$ cat src/rtl/fetch_queue_if.sv
// Fetch-stage bus bundle: instruction ROM port, redirect input and the
// valid/ready handshake toward decode. The master side is the fetch queue
// itself; the slave side is whatever surrounds it (ROM, execute, decode).
interface fetch_queue_if #(
    parameter int DEPTH      = 4,
    parameter int ADDR_WIDTH = 12
);
    localparam int CNT_W = $clog2(DEPTH) + 1;

    logic [ADDR_WIDTH-1:0] imem_addr;
    logic                  imem_rd;
    logic [31:0]           imem_q;
    logic                  redirect;
    logic [31:0]           redirect_pc;
    logic                  dec_ready;
    logic                  dec_valid;
    logic [31:0]           dec_insn;
    logic [31:0]           dec_pc;
    logic [31:0]           dec_pc_plus1;
    logic [CNT_W-1:0]      occupancy;

    modport master (
        output imem_addr, imem_rd, dec_valid, dec_insn, dec_pc, dec_pc_plus1, occupancy,
        input  imem_q, redirect, redirect_pc, dec_ready
    );

    modport slave (
        input  imem_addr, imem_rd, dec_valid, dec_insn, dec_pc, dec_pc_plus1, occupancy,
        output imem_q, redirect, redirect_pc, dec_ready
    );
endinterface

$ cat src/rtl/fetch_queue.sv
// Instruction fetch queue: owns the PC, issues one ROM read per cycle while
// there is room for the result, and buffers returned instructions (with
// their PCs) in a small FIFO that decode drains through valid/ready.
// A redirect flushes the FIFO, drops any in-flight read and reloads the PC.
module fetch_queue #(
    parameter int DEPTH      = 4,
    parameter int ADDR_WIDTH = 12
) (
    input logic          clock,
    input logic          reset,
    fetch_queue_if.master fq
);
    localparam int PTR_W = $clog2(DEPTH);
    localparam int CNT_W = PTR_W + 1;
    localparam int SUM_W = PTR_W + 2;
    localparam logic [SUM_W-1:0] DEPTH_S = SUM_W'(DEPTH);

    logic [31:0]      pc;
    logic [31:0]      req_pc;
    logic             inflight;
    logic [PTR_W-1:0] head;
    logic [PTR_W-1:0] tail;
    logic [CNT_W-1:0] count;

    logic [31:0] insn_mem [DEPTH];
    logic [31:0] pc_mem   [DEPTH];

    logic             issue;
    logic             push;
    logic             pop;
    logic             not_empty;
    logic [SUM_W-1:0] pending;

    // Control decode: a read only issues if its result is guaranteed a slot,
    // counting the read already in flight; redirect blocks issue, push and pop.
    always_comb begin
        pending   = {1'b0, count} + SUM_W'(inflight);
        not_empty = (count != '0);
        issue     = !reset && !fq.redirect && (pending < DEPTH_S);
        push      = inflight && !fq.redirect;
        pop       = not_empty && fq.dec_ready && !fq.redirect;
    end

    // PC, in-flight tracking and FIFO bookkeeping; reset beats redirect beats normal flow.
    always_ff @(posedge clock) begin
        if (reset) begin
            pc       <= '0;
            req_pc   <= '0;
            inflight <= 1'b0;
            head     <= '0;
            tail     <= '0;
            count    <= '0;
        end else if (fq.redirect) begin
            pc       <= fq.redirect_pc;
            inflight <= 1'b0;
            head     <= '0;
            tail     <= '0;
            count    <= '0;
        end else begin
            if (issue) begin
                pc     <= pc + 32'd1;
                req_pc <= pc;
            end
            inflight <= issue;
            if (push) begin
                tail <= tail + PTR_W'(1);
            end
            if (pop) begin
                head <= head + PTR_W'(1);
            end
            case ({push, pop})
                2'b10:   count <= count + CNT_W'(1);
                2'b01:   count <= count - CNT_W'(1);
                default: count <= count;
            endcase
        end
    end

    // Entry storage: the returning ROM word is captured with the PC that requested it.
    always_ff @(posedge clock) begin
        if (!reset && push) begin
            insn_mem[tail] <= fq.imem_q;
            pc_mem[tail]   <= req_pc;
        end
    end

    assign fq.imem_rd      = issue;
    assign fq.imem_addr    = pc[ADDR_WIDTH-1:0];
    assign fq.dec_valid    = not_empty;
    assign fq.dec_insn     = not_empty ? insn_mem[head] : '0;
    assign fq.dec_pc       = not_empty ? pc_mem[head] : '0;
    assign fq.dec_pc_plus1 = not_empty ? pc_mem[head] + 32'd1 : '0;
    assign fq.occupancy    = count;
endmodule

$ cat src/flat_wrapper.sv
// flat-port wrapper written by rule: the top's interface ports become plain ports
module fetch_queue_flat 
#(
    parameter int DEPTH      = 4,
    parameter int ADDR_WIDTH = 12
)
  (clock, reset, fq_imem_addr, fq_imem_rd, fq_dec_valid, fq_dec_insn, fq_dec_pc, fq_dec_pc_plus1, fq_occupancy, fq_imem_q, fq_redirect, fq_redirect_pc, fq_dec_ready);
  fetch_queue_if #(.DEPTH(DEPTH), .ADDR_WIDTH(ADDR_WIDTH)) fq_i ();
  input logic clock;
  input logic reset;
  output wire logic [$bits(fq_i.imem_addr)-1:0] fq_imem_addr;
  output wire logic [$bits(fq_i.imem_rd)-1:0] fq_imem_rd;
  output wire logic [$bits(fq_i.dec_valid)-1:0] fq_dec_valid;
  output wire logic [$bits(fq_i.dec_insn)-1:0] fq_dec_insn;
  output wire logic [$bits(fq_i.dec_pc)-1:0] fq_dec_pc;
  output wire logic [$bits(fq_i.dec_pc_plus1)-1:0] fq_dec_pc_plus1;
  output wire logic [$bits(fq_i.occupancy)-1:0] fq_occupancy;
  input wire logic [$bits(fq_i.imem_q)-1:0] fq_imem_q;
  input wire logic [$bits(fq_i.redirect)-1:0] fq_redirect;
  input wire logic [$bits(fq_i.redirect_pc)-1:0] fq_redirect_pc;
  input wire logic [$bits(fq_i.dec_ready)-1:0] fq_dec_ready;
  assign fq_imem_addr = fq_i.imem_addr;
  assign fq_imem_rd = fq_i.imem_rd;
  assign fq_dec_valid = fq_i.dec_valid;
  assign fq_dec_insn = fq_i.dec_insn;
  assign fq_dec_pc = fq_i.dec_pc;
  assign fq_dec_pc_plus1 = fq_i.dec_pc_plus1;
  assign fq_occupancy = fq_i.occupancy;
  assign fq_i.imem_q = fq_imem_q;
  assign fq_i.redirect = fq_redirect;
  assign fq_i.redirect_pc = fq_redirect_pc;
  assign fq_i.dec_ready = fq_dec_ready;
  fetch_queue #(.DEPTH(DEPTH), .ADDR_WIDTH(ADDR_WIDTH)) u_core (.clock(clock), .reset(reset), .fq(fq_i));
endmodule
$ cat config.mk
export PLATFORM = sky130hd
export DESIGN_NAME = fetch_queue_flat
export DESIGN_NICKNAME = d
export VERILOG_FILES = /design/src/rtl/fetch_queue_if.sv /design/src/rtl/fetch_queue.sv /design/src/flat_wrapper.sv
export SDC_FILE = /design/constraint.sdc
export NUM_CORES = 1
export LEC_CHECK = 0
export CAP_MARGIN = 20
export CELL_PAD_IN_SITES_DETAIL_PLACEMENT = 1
export CELL_PAD_IN_SITES_GLOBAL_PLACEMENT = 1
export CORE_MARGIN = 2
export CORE_UTILIZATION = 41
export CTS_CLUSTER_DIAMETER = 40
export DETAILED_ROUTE_END_ITERATION = 12
export PLACE_DENSITY_LB_ADDON = 0.2
export SLEW_MARGIN = 20
export SYNTH_ARGS = -nofsm -noshare
export SYNTH_HDL_FRONTEND = slang
export SYNTH_SLANG_ARGS = --single-unit
$ cat constraint.sdc
create_clock -name clock -period 3.6 [get_ports clock]
set_clock_uncertainty 0.05 [all_clocks]
set_input_delay 0.9 -clock clock [delete_from_list [all_inputs] [get_ports clock]]
set_output_delay 0.9 -clock clock [all_outputs]
set_load 0.01 [all_outputs]
==> flow_results.org <==
** Run status
- The run finished, with violations left.
- Failing checks :: negative setup slack

** Logic synthesis
- The largest total area in the synthesized netlist belongs to sky130_fd_sc_hd__edfxtp_1.
- Of all flip-flops after synthesis, the portion carrying an async set or reset was 0%.
- Sequential cell area fraction in the yosys report :: 65.4%
- Synth area leaders :: sky130_fd_sc_hd__edfxtp_1 55%, sky130_fd_sc_hd__dfxtp_1 11%, sky130_fd_sc_hd__mux4_2 9.3%
- Syn Nets :: 1065
- Seq cells post-synth :: 330
- Summing every instance area after synthesis gives between 10000 and 15000 µm².
- Yosys warnings :: 0
- The synthesized design devotes to its leading area cell type 54.9% of total area.
- Counting flops with a built-in enable in the synthesized netlist gives 256.
- For this run, the leading register cell type out of synthesis is sky130_fd_sc_hd__edfxtp_1.
- Synthesis instantiated 56 different standard cells from the library.
- After technology mapping, the gate count stands at 989.
- Mean area per synthesized cell :: 14.2 µm²

** Global route
- Pin count of the biggest net entering global routing :: 66
- In the global route stage, met1 resource usage came out at 26.1%.
- First-pass GRT wire length :: 54400 µm
- The initial antenna violation count was 0.
- Global routing used 19.4% of the available tracks across all layers.
- Global routing consumed, on the met3 layer, under 10% of the routing resources.
- After global routing, the most crowded layer is met2.
- Met2 capacity usage during global routing :: around 33%
- The total overflow left after global routing is 0.
- The number of global-route vias before repair was 9698.

** Cells and area
- Number of diodes added for antenna fixing :: 0
- The net count of the finished layout is 1320.
- Share of cells above drive strength 1 :: 24.4%
- From synthesis to final layout, the design area changed by 33.3%.

** Detailed routing
- In the routed design, unresolved DRC markers number 0.
- Via count of the routed design :: 8997
- The detail route stage leaves a number of antenna-violating nets equal to 0.
- The detailed router finished its first iteration with 455 violations.
- Dividing the detail-routed wire length by the instance count gives 20.0 µm.
- DRT Pass-1 Iters :: 5
- Using the TritonRoute via totals, the vias-per-cell ratio works out to roughly 5.2.
- Post-detailed-routing wire length :: 34600 µm

** Worst setup path
- Of all nets on the critical path, the largest fanout is 5.
- STA classifies the critical path endpoint as a primary output.
- WS Path Type :: reg -> out
- The worst setup path is launched from a register.
- At the worst endpoint, the required time is 2.65 ns.
- Signal arrival time at the worst endpoint :: 2.95 ns

** Clock tree
- After clock tree synthesis, the flow added hold-fix buffers numbering 0.
- Number of buffers created by CTS :: 45
- CTS tree :: built
- The later pin in the worst-skew pair is clocked with a latency of between 0.5 and 0.6 ns.
- Sink Count :: 330
- The H-tree was split into 2 levels.
- Clock tree root buffer cell :: sky130_fd_sc_hd__clkbuf_16
- Clock buffer depth :: 3
- After clock tree synthesis, the clock-pin slew on the worst setup and hold paths is ~0.06 ns.

** Timing
- Worst-Margin Slew :: 0.881 ns
- Based on the critical path, the design can be clocked at up to 256 MHz.
- Setup repair after global routing could not meet its margin everywhere.
- Max-slew headroom at the worst pin :: roughly 41%
- Hold violation count in the final report :: 0
- Final critical path time including I/O delays and setup :: slightly below 4 ns
- After layout, the worst setup slack is -0.302 ns.
- Setup violations remaining at the end of the flow were counted as 24.
- Share of the clock period used by the worst path after layout :: 108%
- The number of pins with negative max-slew slack in the final report was 0.

** Die
- Number of placed I/O pins :: 181
- Cell Rows :: 67
- In this run the standard cell core region covers ~34000 µm².
- The floorplan step set the die height to 189 µm.
- Horizontal die dimension :: about 190 µm
- Once the floorplan was initialized, standard cells occupied 41.7% of the core.
- The die covers 35700 µm².

** Placed design
- Worst setup slack before clock tree synthesis :: -0.184 ns
- Sum of net half-perimeters after detailed placement :: ~23000 µm
- Routability-driven placement finished with a final weighted congestion of 0.778.
- During placement, the flow inserted port buffers numbering 180.

** Power and ir drop
- VDD sags by at most roughly 0.28 mV.
- Overall power after layout :: between 9 and 10 mW
- The analysis attributes to net switching a power of around 2.0 mW.
- Sw Share :: a little over a fifth
- Sequential share of power :: 44.9%
- The clock network accounts for 51.5% of the total power.
- Combinational cell fraction of total power :: roughly 3.7%
- Pint :: 7.33 mW
- Leakage :: 6.73 nW
- Dividing total power by cell area gives a power density of 499 nW/µm².

** Job
- Number of violations of the max-capacitance limit :: 0

** Worst hold path
- Worst min-delay path class :: reg -> reg
-- state kept, by name, summed over array words and instances, names as in the netlist, named ones only --
name	count
u_core.pc_mem	128
u_core.pc	32
u_core.head	2
u_core.tail	2
u_core.req_pc	32
u_core.insn_mem	128
u_core.fq.occupancy	3
u_core.inflight	1
-- what timing repair did --
item / in CTS / in global routing
buffers inserted: 16 / 1
resized for setup: 153 / 17
endpoints found under the setup margin: 83 / 70
pin swaps: 18 / 7
gates cloned: 0 / 1
-- synth_stat cells (7+ instances only) --
cell type,number
sky130_fd_sc_hd__mux4_2,58
sky130_fd_sc_hd__nand4_1,7
sky130_fd_sc_hd__buf_4,15
sky130_fd_sc_hd__o21ai_0,27
sky130_fd_sc_hd__buf_2,9
sky130_fd_sc_hd__xor2_1,9
sky130_fd_sc_hd__nor3_1,12
sky130_fd_sc_hd__nand2_1,100
sky130_fd_sc_hd__nor2_1,76
sky130_fd_sc_hd__inv_1,16
sky130_fd_sc_hd__clkbuf_1,33
sky130_fd_sc_hd__a21oi_1,70
sky130_fd_sc_hd__and2_1,62
sky130_fd_sc_hd__edfxtp_1,256
sky130_fd_sc_hd__and3_1,12
sky130_fd_sc_hd__xnor2_1,23
sky130_fd_sc_hd__a31oi_1,10
sky130_fd_sc_hd__dfxtp_1,74
sky130_fd_sc_hd__nor3_2,10
sky130_fd_sc_hd__ha_1,7
sky130_fd_sc_hd__nand3_1,22
-- layout by cell type, fill, tap and decap left out, types with 19 or more instances in the layout --
cell	count
sky130_fd_sc_hd__clkdlybuf4s50_1	134
sky130_fd_sc_hd__nand2_1	100
sky130_fd_sc_hd__xnor2_1	21
sky130_fd_sc_hd__nor2_1	69
sky130_fd_sc_hd__dfxtp_1	72
sky130_fd_sc_hd__a21oi_1	70
sky130_fd_sc_hd__clkbuf_16	49
sky130_fd_sc_hd__and2_1	61
sky130_fd_sc_hd__mux4_2	62
sky130_fd_sc_hd__buf_4	68
sky130_fd_sc_hd__edfxtp_1	256
sky130_fd_sc_hd__nand3_1	20
sky130_fd_sc_hd__dlygate4sd2_1	19
sky130_fd_sc_hd__buf_2	19
sky130_fd_sc_hd__o21ai_0	27
-- worst paths after layout --
check	start	endpoint	slack (ns)	cells past startpoint
worst max-delay path	register	fq_dec_pc_plus1[30]	-0.30	10
worst min-delay path	u_core.pc[23]	u_core.req_pc[23]	0.44	2
worst max register to register	u_core.pc[8]	u_core.pc[23]	1.13	6
worst min register to register	u_core.pc[23]	u_core.req_pc[23]	0.44	2
-- per-layer routing --
layer  vias up  share of wire (%)  wire length (µm)
li1       4204                  -                 -
met1      4473                 45             15500
met2       266                 49             16800
met3        54                4.7              1640
met4         0                1.9               661
met5         -                  0                 0
-- cells by family (layout without fill, tap and decap cells) --
family / after synthesis / count (layout) / share of synthesized area, %
AO/OA/AOI/OAI: 125 / 125 / 5.05
XOR/XNOR: 32 / 32 / 2.00
adder cells (fa/ha/maj): 8 / 8 / 0.768
buffers and inverters: 85 / 377 / 3.21
flip-flops: 330 / 330 / 65.4
multiplexers: 67 / 67 / 10.7
AND/OR/NAND/NOR: 342 / 342 / 12.9
-- stage by stage --
stage	area [µm²]	TNS [ns]	hold slack (ns)	utilization, %	instances
2_1_floorplan	14000	0	0.392	-	989
3_3_place_gp	16700	-0.930	0.419	49.7	1627
3_5_place_dp	16700	-1.56	0.433	49.7	1627
4_1_cts	18600	-5.07	0.442	55.3	1727
5_1_grt	18700	-7.89	0.478	55.6	1729
6_report	18700	-4.42	0.439	55.6	1729
-- power by group through the flow --
stage | Sequential [mW] | Combinational, mW | Clock, mW
CTS | 4.18 | 0.344 | 4.89
floorplan | 4.24 | 0.166 | 0
global route | 4.19 | 0.375 | 5.04
finish | 4.18 | 0.341 | 4.79
global placement | 4.26 | 0.333 | 0
detailed placement | 4.26 | 0.341 | 0
-- cell type report --
cell class                 instances  area [µm²]
timing repair buffer             276        2650
clock inverter                    32         433
clock buffer                      52        1240
sequential                       330        9170
fill                            3277       14900
tap                              448         561
inverter                          17        63.8
multi-input combinational        574        4560
-- worst max-delay path, stage by stage, from the launching register on --
cell and delay [ns]:
sky130_fd_sc_hd__dfxtp_4 0.37, sky130_fd_sc_hd__buf_4 0.14, sky130_fd_sc_hd__mux4_2 0.37, sky130_fd_sc_hd__nand4_4 0.13, sky130_fd_sc_hd__buf_6 0.14, sky130_fd_sc_hd__or4_4 0.56
sky130_fd_sc_hd__buf_4 0.19, sky130_fd_sc_hd__nor4_4 0.14, sky130_fd_sc_hd__xnor2_1 0.09, sky130_fd_sc_hd__nor2_1 0.14, sky130_fd_sc_hd__buf_2 0.15
Note: power is estimated with default switching activity, not from simulation.
